$ cat src/rtl/fetch_branch_target_buffer.sv
// fetch_branch_target_buffer
//   Set-associative branch target buffer for the fetch stage. Each entry
//   carries a valid bit, tag, 2-bit direction counter and full target.
//   Replacement is true LRU kept as per-way ages (0 = most recent).
//   Search responses are registered (1-cycle latency). The update path
//   allocates only on taken misses. Saturating counters track lookups,
//   hits and reported mispredicts.
//
// Ports
//   iCLOCK, iRESET (async, active high), iRESET_SYNC, iFLUSH
//   search : iSEARCH_STB, iSEARCH_INST_ADDR ->
//            oSEARCH_VALID, oSEARCH_HIT, oSEARCH_PREDICT_BRANCH, oSEARCH_ADDR
//   update : iUPDATE_STB, iUPDATE_TAKEN, iUPDATE_MISPREDICT,
//            iUPDATE_TARGET, iUPDATE_INST_ADDR
//   perf   : oPERF_LOOKUP, oPERF_HIT, oPERF_MISPREDICT
module fetch_branch_target_buffer #(
    parameter int SETS  = 8,
    parameter int WAYS  = 2,
    parameter int CNT_W = 32
) (
    input  logic             iCLOCK,
    input  logic             iRESET,
    input  logic             iRESET_SYNC,
    input  logic             iFLUSH,
    input  logic             iSEARCH_STB,
    input  logic [31:0]      iSEARCH_INST_ADDR,
    output logic             oSEARCH_VALID,
    output logic             oSEARCH_HIT,
    output logic             oSEARCH_PREDICT_BRANCH,
    output logic [31:0]      oSEARCH_ADDR,
    input  logic             iUPDATE_STB,
    input  logic             iUPDATE_TAKEN,
    input  logic             iUPDATE_MISPREDICT,
    input  logic [31:0]      iUPDATE_TARGET,
    input  logic [31:0]      iUPDATE_INST_ADDR,
    output logic [CNT_W-1:0] oPERF_LOOKUP,
    output logic [CNT_W-1:0] oPERF_HIT,
    output logic [CNT_W-1:0] oPERF_MISPREDICT
);

    localparam int IDX_W = $clog2(SETS);
    localparam int AGE_W = $clog2(WAYS);
    localparam int TAG_W = 30 - IDX_W;

    typedef logic [AGE_W-1:0] way_t;
    typedef logic [IDX_W-1:0] idx_t;
    typedef logic [TAG_W-1:0] tag_t;

    logic [SETS-1:0][WAYS-1:0]             valid;
    logic [SETS-1:0][WAYS-1:0][TAG_W-1:0]  tag;
    logic [SETS-1:0][WAYS-1:0][1:0]        ctr;
    logic [SETS-1:0][WAYS-1:0][31:0]       target;
    logic [SETS-1:0][WAYS-1:0][AGE_W-1:0]  age;

    // Low address bits never take part in indexing or tag compare.
    logic unused_addr_bits;
    assign unused_addr_bits = ^{iSEARCH_INST_ADDR[1:0], iUPDATE_INST_ADDR[1:0]};

    function automatic logic [CNT_W-1:0] sat_inc(input logic [CNT_W-1:0] v);
        return (v == '1) ? v : v + 1'b1;
    endfunction

    // ---------------- search lookup (reads pre-update state) ----------------
    idx_t        s_idx;
    tag_t        s_tag;
    logic        s_hit;
    logic [1:0]  s_ctr;
    logic [31:0] s_target;

    always_comb begin
        s_idx    = iSEARCH_INST_ADDR[IDX_W+1:2];
        s_tag    = iSEARCH_INST_ADDR[31:IDX_W+2];
        s_hit    = 1'b0;
        s_ctr    = 2'd0;
        s_target = 32'd0;
        for (int w = 0; w < WAYS; w++) begin
            if (valid[s_idx][w] && tag[s_idx][w] == s_tag) begin
                s_hit    = 1'b1;
                s_ctr    = ctr[s_idx][w];
                s_target = target[s_idx][w];
            end
        end
    end

    // ---------------- update: way select, counter, LRU ----------------
    idx_t                       u_idx;
    tag_t                       u_tag;
    logic                       u_hit;
    way_t                       u_way;
    logic                       inv_found;
    way_t                       inv_way;
    way_t                       lru_way;
    way_t                       sel_way;
    logic                       u_write;
    logic [1:0]                 new_ctr;
    logic [WAYS-1:0][AGE_W-1:0] new_age;

    always_comb begin
        u_idx     = iUPDATE_INST_ADDR[IDX_W+1:2];
        u_tag     = iUPDATE_INST_ADDR[31:IDX_W+2];
        u_hit     = 1'b0;
        u_way     = '0;
        inv_found = 1'b0;
        inv_way   = '0;
        lru_way   = '0;
        for (int w = 0; w < WAYS; w++) begin
            if (valid[u_idx][w] && tag[u_idx][w] == u_tag) begin
                u_hit = 1'b1;
                u_way = way_t'(w);
            end
            // First invalid way wins, so the lowest index is the victim.
            if (!valid[u_idx][w] && !inv_found) begin
                inv_found = 1'b1;
                inv_way   = way_t'(w);
            end
            if (age[u_idx][w] == way_t'(WAYS - 1))
                lru_way = way_t'(w);
        end

        sel_way = u_hit ? u_way : (inv_found ? inv_way : lru_way);
        u_write = iUPDATE_STB && (u_hit || iUPDATE_TAKEN);

        if (!u_hit)
            new_ctr = 2'd2;
        else if (iUPDATE_TAKEN)
            new_ctr = (ctr[u_idx][sel_way] == 2'd3) ? 2'd3 : ctr[u_idx][sel_way] + 2'd1;
        else
            new_ctr = (ctr[u_idx][sel_way] == 2'd0) ? 2'd0 : ctr[u_idx][sel_way] - 2'd1;

        // Touch: ways younger than the selected one age by one, it becomes 0.
        for (int w = 0; w < WAYS; w++) begin
            if (way_t'(w) == sel_way)
                new_age[w] = '0;
            else if (age[u_idx][w] < age[u_idx][sel_way])
                new_age[w] = age[u_idx][w] + 1'b1;
            else
                new_age[w] = age[u_idx][w];
        end
    end

    // ---------------- state ----------------
    always_ff @(posedge iCLOCK or posedge iRESET) begin
        if (iRESET) begin
            valid  <= '0;
            tag    <= '0;
            ctr    <= '0;
            target <= '0;
            for (int s = 0; s < SETS; s++)
                for (int w = 0; w < WAYS; w++)
                    age[s][w] <= way_t'(w);
            oSEARCH_VALID          <= 1'b0;
            oSEARCH_HIT            <= 1'b0;
            oSEARCH_PREDICT_BRANCH <= 1'b0;
            oSEARCH_ADDR           <= '0;
            oPERF_LOOKUP           <= '0;
            oPERF_HIT              <= '0;
            oPERF_MISPREDICT       <= '0;
        end else if (iRESET_SYNC || iFLUSH) begin
            // Coincident search and update are dropped; response fields hold.
            valid <= '0;
            for (int s = 0; s < SETS; s++)
                for (int w = 0; w < WAYS; w++)
                    age[s][w] <= way_t'(w);
            oSEARCH_VALID <= 1'b0;
            if (iRESET_SYNC) begin
                oPERF_LOOKUP     <= '0;
                oPERF_HIT        <= '0;
                oPERF_MISPREDICT <= '0;
            end
        end else begin
            oSEARCH_VALID <= iSEARCH_STB;
            if (iSEARCH_STB) begin
                oSEARCH_HIT            <= s_hit;
                oSEARCH_PREDICT_BRANCH <= s_hit && s_ctr[1];
                oSEARCH_ADDR           <= s_target;
                oPERF_LOOKUP           <= sat_inc(oPERF_LOOKUP);
                if (s_hit)
                    oPERF_HIT <= sat_inc(oPERF_HIT);
            end
            if (iUPDATE_STB && iUPDATE_MISPREDICT)
                oPERF_MISPREDICT <= sat_inc(oPERF_MISPREDICT);
            if (u_write) begin
                valid[u_idx][sel_way] <= 1'b1;
                tag[u_idx][sel_way]   <= u_tag;
                ctr[u_idx][sel_way]   <= new_ctr;
                if (iUPDATE_TAKEN)
                    target[u_idx][sel_way] <= iUPDATE_TARGET;
                age[u_idx] <= new_age;
            end
        end
    end

endmodule

$ cat config.mk
export PLATFORM = sky130hd
export DESIGN_NAME = fetch_branch_target_buffer
export DESIGN_NICKNAME = d
export VERILOG_FILES = /design/src/rtl/fetch_branch_target_buffer.sv
export SDC_FILE = /design/constraint.sdc
export NUM_CORES = 2
export LEC_CHECK = 0
export CAP_MARGIN = 20
export CORE_ASPECT_RATIO = 0.5
export CORE_MARGIN = 2
export CORE_UTILIZATION = 31
export CTS_BUF_LIST = sky130_fd_sc_hd__clkbuf_8 sky130_fd_sc_hd__clkbuf_16
export DETAILED_ROUTE_END_ITERATION = 12
export GPL_TIMING_DRIVEN = 1
export PLACE_DENSITY = 0.46
export SETUP_SLACK_MARGIN = 0.4
export SLEW_MARGIN = 20
export SYNTH_ARGS = -nofsm -noshare
export SYNTH_HDL_FRONTEND = slang
export SYNTH_SLANG_ARGS = --single-unit
$ cat constraint.sdc
create_clock -name iCLOCK -period 44.8 [get_ports iCLOCK]
set_clock_uncertainty 0.1 [all_clocks]
set_input_delay 8.96 -clock iCLOCK [delete_from_list [all_inputs] [get_ports iCLOCK]]
set_output_delay 8.96 -clock iCLOCK [all_outputs]
set_load 0.005 [all_outputs]
==> Word level (Yosys, flattened, before mapping) <==
Index checks and enable logic that the tools add are counted.
{ "classes": {"add_sub_neg": 7, "order_cmp": 7, "eq_ne": 12, "mux": 81, "n_bitwise": 2, "n_reduce_logical": 24} }
{ "ops": {"columns": ["op", "n"], "rows": [
  ["bitwise mux 512 bit", 1],
  ["two-way mux 32 bit", 14],
  ["bitwise mux 432 bit", 1],
  ["binary-select mux 54 bit (select 3 bit)", 2],
  ["binary-select mux 64 bit (select 3 bit)", 1],
  ["demux 64 bit (select 3 bit)", 1],
  ["demux 54 bit (select 3 bit)", 1],
  ["two-way mux 54 bit", 3],
  ["two-way mux 64 bit", 2],
  ["equality test 27 bit", 4],
  ["adder 32 x 1 -> 32 bit (second input constant)", 3],
  ["equality test 32 bit (second input constant)", 3],
  ["two-way mux 16 bit", 4],
  ["bitwise mux 32 bit", 1],
  ["demux 32 bit (select 1 bit)", 1],
  ["two-way mux 2 bit", 14],
  ["demux 27 bit (select 1 bit)", 1],
  ["two-way mux 27 bit", 1],
  ["binary-select mux 4 bit (select 3 bit)", 2],
  ["two-way mux 1 bit", 19],
  ["binary-select mux 2 bit (select 3 bit)", 3],
  ["bitwise mux 16 bit", 1],
  ["bitwise OR 16 bit", 1],
  ["demux 2 bit (select 3 bit)", 2],
  ["other kinds (23)", 47]
]} }
{ "word_totals": {"ff_bits": 1139, "input_bits": 104, "elab_cells": 212} }

==> Longest topological paths before layout <==
{ "logic_depth": {"depth_word": 16, "ltp_mapped": 17, "depth_no_buf": 9} }

==> Least setup slack after synthesis <==
Ideal clock, no wire load.
{ "synth_path": {"path_kind": "input port to flip-flop", "from": "in iSEARCH_INST_ADDR[2]", "to": "reg oPERF_HIT[13]", "setup_time_ns": 0.078, "arrival_time_ns": 12.182, "t_required_ns": 44.622, "slack_ns": 32.440, "stages": 14, "path_buffers": 5, "cell_sequence": "buf_2 buf_4 buf_2 buf_2 mux4_2 mux2i_1 xor2_1 nor4b_1 nand4_1 o22ai_2 nand3_1 buf_2 or3_1 a21oi_1"} }
{ "synth_between": {"elab_chain_cells": 8, "word_cells_on_any_way": 12} }
{ "synth_rtl": {"columns": ["item", "line", "text"], "rows": [
  ["start: declaration", "26", "input logic [31:0] iSEARCH_INST_ADDR,"],
  ["binary-select mux 54 bit (select 3 bit)", "77", "if (valid[s_idx][w] && tag[s_idx][w] == s_tag) begin"],
  ["two-way mux 54 bit (not written as such)", "77", null],
  ["equality test 27 bit", "77", null],
  ["logical AND 1 bit", "77", null],
  ["two-way mux 1 bit", "77", null],
  ["two-way mux 1 bit *", "77", null],
  ["nonzero test 2 bit (no line) *", null, null],
  ["AND reduction 4 bit (no line) *", null, null],
  ["end signal: assignment", "178", "oPERF_HIT <= sat_inc(oPERF_HIT);"],
  ["end: declaration", "37", "output logic [CNT_W-1:0] oPERF_HIT,"]
]} }
Mark *: on every way between the ends. The rest lies on a longest branch, timed or not. The select of a mux whose other input is x is not followed.
A chain may end at the register's enable or synchronous reset.

==> Worst setup path in the final report <==
{ "layout_path": {"from": "in iUPDATE_INST_ADDR[2]", "to": "reg tag[285] (netlist bit)"} }
{ "layout_between": {"elab_chain_cells": 14, "word_cells_on_any_way": 35} }
{ "layout_rtl": {"columns": ["item", "line", "text"], "rows": [
  ["start: declaration", "35", "input logic [31:0] iUPDATE_INST_ADDR,"],
  ["binary-select mux 54 bit (select 3 bit) / binary-select mux 2 bit (select 3 bit) (equally long branches)", "107, 112", null],
  ["two-way mux 54 bit (not written as such) / two-way mux 2 bit (equally long branches)", "107, 112", null],
  ["equality test 27 bit / zero test 1 bit (equally long branches)", "107, 112", null],
  ["logical AND 1 bit (on tied branches)", "107, 112", null],
  ["two-way mux 1 bit (on tied branches)", "107, 112", null],
  ["two-way mux 1 bit (on tied branches)", "107, 120", null],
  ["two-way mux 1 bit", "120", "sel_way = u_hit ? u_way : (inv_found ? inv_way : lru_way);"],
  ["less-than comparator 1 x 2 -> 1 bit (not written as such) / greater-or-equal comparator 1 bit (equally long branches)", "184", "tag[u_idx][sel_way] <= u_tag;"],
  ["logical AND 1 bit (not written as such)", "184", null],
  ["two-way mux 27 bit (not written as such)", "184", null],
  ["demux 27 bit (select 1 bit)", "184", null],
  ["two-way mux 54 bit (not written as such)", "184", null],
  ["demux 54 bit (select 3 bit)", "184", null],
  ["bitwise mux 432 bit", "184", null],
  ["end signal: indexed assignment", "184", null],
  ["end: declaration", "50", "logic [SETS-1:0][WAYS-1:0][TAG_W-1:0] tag;"]
]} }
Parallel ways exist; a longest one is shown, timed or not. The select of a mux whose other input is x is not followed.

==> flow_metrics.env <==
export IMPL_cp_start_kind="primary input"
export IMPL_cts_resized=0
export IMPL_cts_buffer_depth=3
export IMPL_hold_path_class="flop to flop"
export IMPL_synth_flop_cell="dfrtp_1"
export IMPL_synth_compound_area_share_pct=4.07
export IMPL_syn_inst=4044
export IMPL_post_route_period_util_pct=33.3
export IMPL_critPathArrivalTime_ns=15.45
export IMPL_vdd_ir_drop_max_mv=0.0294
export IMPL_max_freq_mhz=66.9
export IMPL_path_delay_family="simple AND/OR/NAND/NOR gates"
export IMPL_async_reset_ff_share_pct=100
export IMPL_finalHoldViolCount=0
export IMPL_mostFrequentLayoutCell="dfrtp_1"
export IMPL_dieArea_um2=187000
export IMPL_drt_total_wl_um=174000
export IMPL_drc_errors=0
export IMPL_max_cap_violations=0
export IMPL_cp_depth=13
export IMPL_grt_pass1_wl_um=261000
export IMPL_ys_warn_count=0
export IMPL_rows=111
export IMPL_synth_seq_area_share_pct=50.2
export IMPL_synth_top_family_by_area="multiplexers"
export IMPL_nets=4253
export IMPL_start_util_pct=31.1
export IMPL_r2r_end="tag[248]$_DFFE_PP0P_"
export IMPL_crit_path_cell_trace="buf_4 -> buf_4 -> nor2b_2 -> buf_4 -> a22oi_1 -> a21oi_1 -> o22a_1 -> nand4_1 -> nor4_4 -> nor2_1 -> nor4_2 -> buf_4 -> mux2_2"
export IMPL_status="complete, no violations"
export IMPL_cts_root_buf="clkbuf_16"
export IMPL_cp_endpoint="tag[285]$_DFFE_PP0P_"
export IMPL_synth_distinct_cells=70
export IMPL_vias_per_cell=5.33
export IMPL_power_density_nw_per_um2=36.6
export IMPL_antenna_found_initial=8
export IMPL_drive_gt1_share_pct=37.8
export IMPL_hpwlAfterDp_um=103000
export IMPL_tns_ns=0
export IMPL_syn_avg_cell_area_um2=14.0
export IMPL_ant_nets=0
export IMPL_critPathCaptureType="flop"
export IMPL_area_growth_pct=15.5
export IMPL_syn_num_nets=4151
export IMPL_grt_use_total_pct=18.6
export IMPL_rsz0062_at_grt="no"
export IMPL_grt_max_degree=168
export IMPL_cts_tree="built"
export IMPL_crit_required_ns=45.31
export IMPL_place_congestion=0.848
export IMPL_synth_seq_cells=1139
export IMPL_synth_xor_area_share_pct=2.17
export IMPL_setup_viol_count_final=0
export IMPL_cpPeakStageDelay_ns=0.82
export IMPL_synthAdderAreaFrac_pct=0.101
export IMPL_leakagePower_nw=29.8
export IMPL_netlist_area_um2=56800
export IMPL_cp_num_buf_inv=4
export IMPL_critPathMaxFanout=43
export IMPL_drt_iter0_drc=2383
export IMPL_final_util_pct=35.9
export IMPL_worst_r2r_setup_slack_ns=39.21
export IMPL_fin_crit_ns=14.94
export IMPL_critPathLaunch="iUPDATE_INST_ADDR[2]"
export IMPL_r2r_cells=10
export IMPL_clock_latency_ns=0.75
export IMPL_overflow=0
export IMPL_synth_edf_count=0
export IMPL_slew_headroom_pct=21.5
export IMPL_numCtsBuffers=114
export IMPL_crit_top_cell="buf_4"
export IMPL_cts_setup_buffers=0
export IMPL_slew_violations=0
export IMPL_portBuffers=230
export IMPL_wire_per_inst_um=26.1
export IMPL_io_pins=235
export IMPL_drtPass1Iterations=5
export IMPL_worst_setup_path_type="primary input to flop"
export IMPL_ctsHoldBuffers=0
export IMPL_chipHeight_um=307
export IMPL_cp_slowest_cell="nor4_2"
export IMPL_final_cell_mix="dfrtp_1 (1131), mux2_2 (961), mux4_2 (284)"
export IMPL_clock_sinks=1139
export IMPL_core_um2=183000
export IMPL_tightestPinTransition_ns=1.17
export IMPL_clk_pin_slew_worst_paths_ns=0.06
export IMPL_reg2reg_from="tag[304]$_DFFE_PP0P_"
export IMPL_vias=35601
export IMPL_h_tree_depth=3
export IMPL_synth_simple_area_share_pct=4.74
export IMPL_synth_mux_area_share_pct=35.8
export IMPL_dieWidth_um=609
export IMPL_grt_pass1_vias=37772
## where the power goes
group	internal [mW]	switching, mW	leakage [nW]	total (mW)
combinational	0.122	0.132	12.2	0.254
clock	0.581	0.440	2.06	1.02
sequential	1.09	0.0372	15.5	1.13
total	1.79	0.609	29.8	2.40
## stage by stage
stage          hold WS [ns]  instance area, um^2  worst slack [ns]  total power [mW]  instances
6_report              0.380                65600             29.86              2.40       6678
5_1_grt               0.398                65600             29.46              2.51       6677
4_1_cts               0.384                65600             29.82              2.44       6676
3_5_place_dp          0.368                61600             29.02              1.40       6459
3_3_place_gp          0.362                61600             29.09              1.39       6459
2_1_floorplan         0.353                56800              3.68              1.32       4044
## how the worst min path moves through the flow
| stage | startpoint | to | slack, ns | depth (start not counted) |
|---|---|---|---|---|
| after detailed placement | oSEARCH_HIT$_DFFE_PP0P_ | oSEARCH_HIT$_DFFE_PP0P_ | 0.37 | 2 |
| after global routing | target[215]$_DFFE_PP0P_ | target[215]$_DFFE_PP0P_ | 0.40 | 1 |
| final | oSEARCH_HIT$_DFFE_PP0P_ | oSEARCH_HIT$_DFFE_PP0P_ | 0.38 | 2 |
| after floorplan | target[197]$_DFFE_PP0P_ | target[197]$_DFFE_PP0P_ | 0.35 | 1 |
| after global placement | target[2]$_DFFE_PP0P_ | target[2]$_DFFE_PP0P_ | 0.36 | 1 |
| after CTS | oSEARCH_HIT$_DFFE_PP0P_ | oSEARCH_HIT$_DFFE_PP0P_ | 0.38 | 2 |
## per-layer routing
| layer | track usage (%) | share of wire, % | up-vias |
|---|---|---|---|
| met4 | 4.89 | 2.6 | 0 |
| met5 | 0 | 0 | - |
| li1 | - | - | 15375 |
| met1 | 25.6 | 46 | 19296 |
| met3 | 2.41 | 3.6 | 236 |
| met2 | 30.9 | 48 | 694 |
## cells by family after synthesis
group,after synthesis
multiplexers,1545
AND/OR/NAND/NOR,509
flip-flops,1139
XOR/XNOR,141
adder cells (fa/ha/maj),5
buffers and inverters,372
AO/OA/AOI/OAI,333
## Yosys cell counts, types with 7 or more instances
master	instances	share of area, %
mux2i_1	234	4.1
mux4_2	284	11
nand2_1	134	0.89
o22ai_1	20	0.22
and4_1	9	0.14
buf_1	25	0.17
a22oi_1	50	0.66
mux2_1	66	1.3
o21ai_0	78	0.69
nor3_1	15	0.13
a21o_1	11	0.15
buf_4	24	0.32
a21oi_1	55	0.48
o211ai_1	18	0.24
o2bb2ai_1	8	0.12
buf_2	133	1.2
clkbuf_1	157	1.0
or3_1	39	0.43
inv_1	29	0.19
xor2_1	48	0.74
nand4_1	40	0.44
nand2b_1	7	0.077
nor4_2	8	0.18
o211ai_2	8	0.18
dfstp_2	8	0.37
dfrtp_1	1131	50
a2bb2oi_1	9	0.14
a221o_1	15	0.26
nor2_1	90	0.59
and2_1	10	0.11
a221oi_1	20	0.31
nand3_1	51	0.45
and3_1	31	0.34
nor2b_1	12	0.13
xnor2_1	93	1.4
nor4_1	34	0.37
o22a_1	7	0.11
mux2_2	961	19
## worst min-delay path: stages, from the launching register on
cell,delay [ns]
dfrtp_1,0.35
nand2_1,0.05
nand2_1,0.05
## cell type report
class | count | area [um^2]
Tap cell | 2429 | 3040
Timing Repair Buffer | 328 | 3090
Antenna cell | 2 | 5.00
Clock inverter | 72 | 717
Clock buffer | 145 | 3280
Multi-Input combinational cell | 2533 | 26800
Sequential cell | 1139 | 28500
Fill cell | 17434 | 117000
Inverter | 30 | 120
## sequential cells by signal, indices dropped and copies added (netlist names)
register,count
age,16
ctr,32
oPERF_HIT,32
oPERF_LOOKUP,32
oPERF_MISPREDICT,32
oSEARCH_ADDR,32
oSEARCH_HIT,1
oSEARCH_PREDICT_BRANCH,1
oSEARCH_VALID,1
tag,432
target,512
valid,16
Power figures use the tool's default switching activity.
